==> config.mk <==
export PLATFORM = sky130hd
export DESIGN_NAME = mo_fetch_sequencer
export DESIGN_NICKNAME = d
export VERILOG_FILES = /design/src/rtl/mo_pkg.sv /design/src/rtl/mo_fetch_sequencer.sv
export SDC_FILE = /design/constraint.sdc
export NUM_CORES = 1
export LEC_CHECK = 0
export ABC_CLOCK_PERIOD_IN_PS = 2800
export BUFFER_PORTS_ARGS = -buffer_cell sky130_fd_sc_hd__buf_2
export CAP_MARGIN = 20
export CORE_MARGIN = 5
export CORE_UTILIZATION = 49
export DETAILED_ROUTE_END_ITERATION = 6
export GPL_TIMING_DRIVEN = 0
export PLACE_DENSITY = 0.76
export SLEW_MARGIN = 0
export SYNTH_ARGS = -nofsm -noshare
export SYNTH_HDL_FRONTEND = slang
export SYNTH_SLANG_ARGS = --single-unit
==> constraint.sdc <==
create_clock -name clk -period 2.8 [get_ports clk]
set_input_delay 0.14 -clock clk [delete_from_list [all_inputs] [get_ports clk]]
set_output_delay 0.14 -clock clk [all_outputs]
set_load 0.02 [all_outputs]
==> src/rtl/mo_pkg.sv <==
// Shared definitions for the motion-object fetch sequencer: shifter mode codes,
// sequencer states and pixels per ROM half.
package mo_pkg;

    localparam logic [1:0] SHFT_HOLD  = 2'b00;
    localparam logic [1:0] SHFT_LEFT  = 2'b01;
    localparam logic [1:0] SHFT_RIGHT = 2'b10;
    localparam logic [1:0] SHFT_LOAD  = 2'b11;

    localparam int PIX_PER_HALF = 4;

    typedef enum logic {
        IDLE = 1'b0,
        RUN  = 1'b1
    } state_t;

endpackage

==> src/rtl/mo_fetch_sequencer.sv <==
// Per-pixel control sequencer for the motion-object picture ROM and pixel shifter:
// accepts object descriptors and plays out 8 pixel ticks (two 4-pixel ROM halves) each.
module mo_fetch_sequencer
    import mo_pkg::*;
#(
    parameter int XW = 8
) (
    input  logic          clk,
    input  logic          reset,
    input  logic          ce5,
    input  logic          line_start,
    input  logic          obj_valid,
    output logic          obj_ready,
    input  logic [7:0]    obj_pic,
    input  logic [3:0]    obj_row,
    input  logic          obj_match,
    input  logic          obj_flip,
    input  logic [XW-1:0] obj_x,
    output logic          pic_ld,
    output logic [7:0]    pic_code,
    output logic [4:0]    addrlo,
    output logic          matchn,
    output logic          shft0,
    output logic          shft1,
    output logic          player2,
    output logic          pix_valid,
    output logic [XW-1:0] pix_x,
    output logic          busy
);

    localparam logic [1:0] C_LAST = 2'(PIX_PER_HALF - 1);

    state_t        r_state, w_state_nxt;
    logic          r_h, w_h_nxt;
    logic [1:0]    r_c, w_c_nxt;
    logic [XW-1:0] r_x, w_x_nxt;
    logic          r_pic_ld, w_pic_ld_nxt;
    logic [7:0]    r_pic_code, w_pic_code_nxt;
    logic [4:0]    r_addrlo, w_addrlo_nxt;
    logic          r_matchn, w_matchn_nxt;
    logic [1:0]    r_shft, w_shft_nxt;
    logic          r_player2, w_player2_nxt;
    logic          r_pix_valid, w_pix_valid_nxt;
    logic [XW-1:0] r_pix_x, w_pix_x_nxt;
    logic          w_accept;

    // Ready only in IDLE or on the last pixel slot, so the next object overlaps tick 8.
    assign obj_ready = (r_state == IDLE) || (r_h && (r_c == C_LAST));
    assign w_accept  = ce5 && obj_valid && obj_ready && !line_start;

    always_comb begin
        w_state_nxt     = r_state;
        w_h_nxt         = r_h;
        w_c_nxt         = r_c;
        w_x_nxt         = r_x;
        w_pic_ld_nxt    = 1'b0;
        w_pic_code_nxt  = r_pic_code;
        w_addrlo_nxt    = r_addrlo;
        w_matchn_nxt    = r_matchn;
        w_shft_nxt      = r_shft;
        w_player2_nxt   = r_player2;
        w_pix_valid_nxt = r_pix_valid;
        w_pix_x_nxt     = r_pix_x;

        if (line_start) begin
            w_state_nxt     = IDLE;
            w_h_nxt         = 1'b0;
            w_c_nxt         = 2'd0;
            w_shft_nxt      = SHFT_HOLD;
            w_pix_valid_nxt = 1'b0;
            w_addrlo_nxt    = 5'd0;
            w_matchn_nxt    = 1'b1;
        end else if (ce5) begin
            if (r_state == RUN) begin
                // r_player2 still holds the running object's flip on an overlapping accept.
                if (r_c == 2'd0) w_shft_nxt = SHFT_LOAD;
                else             w_shft_nxt = r_player2 ? SHFT_RIGHT : SHFT_LEFT;
                w_pix_valid_nxt = 1'b1;
                w_pix_x_nxt     = (!r_h && r_c == 2'd0) ? r_x : r_pix_x + 1'b1;
                if (!r_h && r_c == 2'd1) w_addrlo_nxt[0] = 1'b1;
                w_c_nxt = r_c + 2'd1;
                if (r_c == C_LAST) begin
                    w_h_nxt = ~r_h;
                    if (r_h) w_state_nxt = IDLE;
                end
            end else begin
                w_shft_nxt      = SHFT_HOLD;
                w_pix_valid_nxt = 1'b0;
            end

            if (w_accept) begin
                w_pic_ld_nxt   = 1'b1;
                w_pic_code_nxt = obj_pic;
                w_addrlo_nxt   = {obj_row, 1'b0};
                w_matchn_nxt   = ~obj_match;
                w_player2_nxt  = obj_flip;
                w_x_nxt        = obj_x;
                w_state_nxt    = RUN;
                w_h_nxt        = 1'b0;
                w_c_nxt        = 2'd0;
            end
        end
    end

    always_ff @(posedge clk) begin
        if (reset) begin
            r_state     <= IDLE;
            r_h         <= 1'b0;
            r_c         <= 2'd0;
            r_x         <= '0;
            r_pic_ld    <= 1'b0;
            r_pic_code  <= 8'd0;
            r_addrlo    <= 5'd0;
            r_matchn    <= 1'b1;
            r_shft      <= SHFT_HOLD;
            r_player2   <= 1'b0;
            r_pix_valid <= 1'b0;
            r_pix_x     <= '0;
        end else begin
            r_state     <= w_state_nxt;
            r_h         <= w_h_nxt;
            r_c         <= w_c_nxt;
            r_x         <= w_x_nxt;
            r_pic_ld    <= w_pic_ld_nxt;
            r_pic_code  <= w_pic_code_nxt;
            r_addrlo    <= w_addrlo_nxt;
            r_matchn    <= w_matchn_nxt;
            r_shft      <= w_shft_nxt;
            r_player2   <= w_player2_nxt;
            r_pix_valid <= w_pix_valid_nxt;
            r_pix_x     <= w_pix_x_nxt;
        end
    end

    assign pic_ld    = r_pic_ld;
    assign pic_code  = r_pic_code;
    assign addrlo    = r_addrlo;
    assign matchn    = r_matchn;
    assign shft0     = r_shft[1];
    assign shft1     = r_shft[0];
    assign player2   = r_player2;
    assign pix_valid = r_pix_valid;
    assign pix_x     = r_pix_x;
    assign busy      = (r_state != IDLE);

endmodule
==> results.sh <==
export IMPL_synth_seq_cells=39
export IMPL_critPathMaxFanout=10
export IMPL_ir_drop_v=0.000357
export IMPL_critPathKind="reg -> reg"
export IMPL_whs_endpoint="pic_code[5]"
export IMPL_coreArea_mm2=0.00336
export IMPL_io_buffer_count=54
export IMPL_status="finished, final reports clean"
export IMPL_yosysWarningCount=0
export IMPL_dp_final_hpwl_um=2700
export IMPL_drc=0
export IMPL_cts_root_buf="clkbuf_4"
export IMPL_seq_area_frac_synth_pct=45.6
export IMPL_cts_setup_buffers=0
export IMPL_required_ps=3020
export IMPL_area_growth_pct=24.1
export IMPL_insertion_delay_ps=340
export IMPL_hold_depth=3
export IMPL_finalSetupTns_ps=0
export IMPL_rsz0062_at_grt="no"
export IMPL_hold_viol=0
export IMPL_p_seq_share_pct=55.8
export IMPL_synth_top_area_share_pct=45.6
export IMPL_fin_nets=277
export IMPL_power_density_mw_per_mm2=482
export IMPL_combPwrFrac_pct=8.6
export IMPL_endpoint_kind="flip-flop"
export IMPL_hp_class="in -> reg"
export IMPL_regToRegEndpoint="r_x[4]"
export IMPL_setup_viol=0
export IMPL_tightest_slew_ps=458
export IMPL_place_area_mm2=0.00204
export IMPL_wl_um=3610
export IMPL_cts_resized=0
export IMPL_finClkSkew_ps=5.15
export IMPL_grt_pass1_vias=1385
export IMPL_drt_initial_drc_count=102
export IMPL_grt_max_degree=13
export IMPL_row_count=21
export IMPL_firstDrtPassIters=4
export IMPL_cts_tree="done"
export IMPL_fin_crit_sh_pct=59.8
export IMPL_p_clk_share_pct=35.5
export IMPL_maxCapViolCount=0
export IMPL_p_sw_share_pct=22.9
export IMPL_avgSynthCellArea_um2=9.30
export IMPL_syn_nets=215
export IMPL_avgViaCountPerCell=5.05
export IMPL_fin_area_mm2=0.00212
export IMPL_htree_levels=2
export IMPL_yosysTopAreaCell="dfxtp_1"
export IMPL_wl_per_cell_um=12.4
export IMPL_final_layout_size_suffix_gt1_share_pct=29.3
export IMPL_p_switching_w=0.000235
export IMPL_slew_headroom_pct=69.5
export IMPL_cts_buffers=5
export IMPL_synth_edff_count=0
export IMPL_vias=1476
export IMPL_synth_common_cells="dfxtp_1 (39), nor2_1 (26), mux2i_1 (24)"
export IMPL_synth_cell_type_count=39
export IMPL_yosys_cell_count_top_type="dfxtp_1"
export IMPL_synth_flop_cell="dfxtp_1"
export IMPL_synthCells=184
export IMPL_path_clk_slew_ps=110
export IMPL_antenna_found_initial=0
export IMPL_cts_path_max_buffers=2
export IMPL_start_kind="flip-flop"
export IMPL_synth_area_top_cells="dfxtp_1 (46%), mux2i_1 (14%), nor2_1 (5.7%)"
export IMPL_die_y_um=69.1
export IMPL_max_freq_ghz=0.597
export IMPL_hold_start="obj_pic[5]"
export IMPL_ff2ff_setup_slack_ps=1120
export IMPL_io_pins=56
export IMPL_arrival_ps=1900
export IMPL_dieArea_mm2=0.00477
export IMPL_grtUsageTotal_pct=15.9
export IMPL_n_antenna_cell=0
export IMPL_slew_violations=0
export IMPL_dieWidth_um=69.1
export IMPL_synthArstFlopShare_pct=0
export IMPL_r2r_start="r_c[0]"
export IMPL_ant_nets=0
export IMPL_overflow=0
export IMPL_clock_sinks=39
export IMPL_initial_core_util_pct=50.9
export IMPL_internal_power_w=0.000789
export IMPL_gp_congestion=0.843
export IMPL_r2r_cells=6
export IMPL_synth_area_mm2=0.00171
export IMPL_fin_crit_ps=1680
export IMPL_leakage_nw=0.880
export IMPL_grt_pass1_wl_um=6200
## metrics by stage
stage                     total power (W)  std cells  setup WS, ps  hold WS [ps]  util, %
final                             0.00102        292          1120          24.6     63.2
after global routing              0.00108        292           975          4.00     63.2
after CTS                         0.00104        291          1100          10.7     62.9
after detailed placement         0.000673        284          1120           388     60.6
after global placement           0.000672        284          1130           371     60.6
after floorplan                  0.000637        184          1300           287        -
## logic make-up (layout without fill, tap and decap cells)
family | after synthesis | after routing | share of synthesized area (%)
compound gates | 33 | 33 | 12.7
xor+xnor | 1 | 1 | 0.512
mux | 24 | 24 | 14.0
simple gates | 68 | 68 | 19.5
buf+inv | 15 | 77 | 4.68
fa+ha+maj | 4 | 4 | 2.92
flops | 39 | 39 | 45.6
## cell usage in the layout (no fill, tap or decap), types with 2 or more instances in the layout
cell,count
inv_1,4
dfxtp_1,39
nor2_1,26
nand3b_1,2
and2_0,2
nand2_1,12
clkbuf_4,5
clkbuf_1,5
a21oi_1,11
o211ai_1,2
mux2i_1,24
nand2b_1,4
nor3b_1,2
nand3_1,4
ha_1,4
nor3_1,5
a211oi_1,2
nor2b_1,3
buf_2,58
o21ai_0,9
## state kept, by name, indices dropped and copies added, names as in the netlist
name / flops
pic_code: 8
pix_x: 8
r_x: 8
addrlo: 5
r_c: 2
r_shft: 2
busy: 1
matchn: 1
pic_ld: 1
pix_valid: 1
player2: 1
r_h: 1
## how the worst max path moves through the flow
stage,from,to,depth (start not counted)
after floorplan,r_c[0],addrlo[4],6
after global placement,r_c[0],player2,6
after detailed placement,r_c[0],pic_code[7],6
after CTS,r_c[0],r_x[4],6
after global routing,r_c[0],pix_x[5],7
final,r_c[0],r_x[4],6
## worst max-delay path, stage by stage (launching register included)
cell	delay [ps]
dfxtp_1	380
ha_1	220
nand2_1	120
a21oi_4	380
buf_6	220
mux2i_1	190
nor2_1	50
## power by group through the flow
stage / clock network, W / registers (W) / logic, W
floorplan: 0 / 0.000592 / 0.0000451
global placement: 0 / 0.000584 / 0.0000880
detailed placement: 0 / 0.000584 / 0.0000887
CTS: 0.000375 / 0.000572 / 0.0000889
global route: 0.000410 / 0.000574 / 0.0000983
finish: 0.000364 / 0.000572 / 0.0000885
## cell type report
class,instances,area (um^2)
inverters,4,15.0
repair buffers,55,280
well taps,46,57.6
plain buffers,11,65.1
multi-input cells,130,851
clock buffers,5,37.5
clock inverters,2,37.5
fillers,328,1240
flip-flops and latches,39,781
## routing by layer
metal  vias to the layer above  track usage [%]  part of all wire, %
li1                        759                -                    -
met1                       670             19.2                   45
met2                        40             25.4                   47
met3                         7             6.54                  7.0
met4                         0             5.21                  1.4
met5                         -                0                    0
## timing repair
action,in CTS,in global routing
setup endpoints to repair,0,0
hold buffers,0,1
endpoints found under the hold margin,0,1
Power figures use the tool's default switching activity.
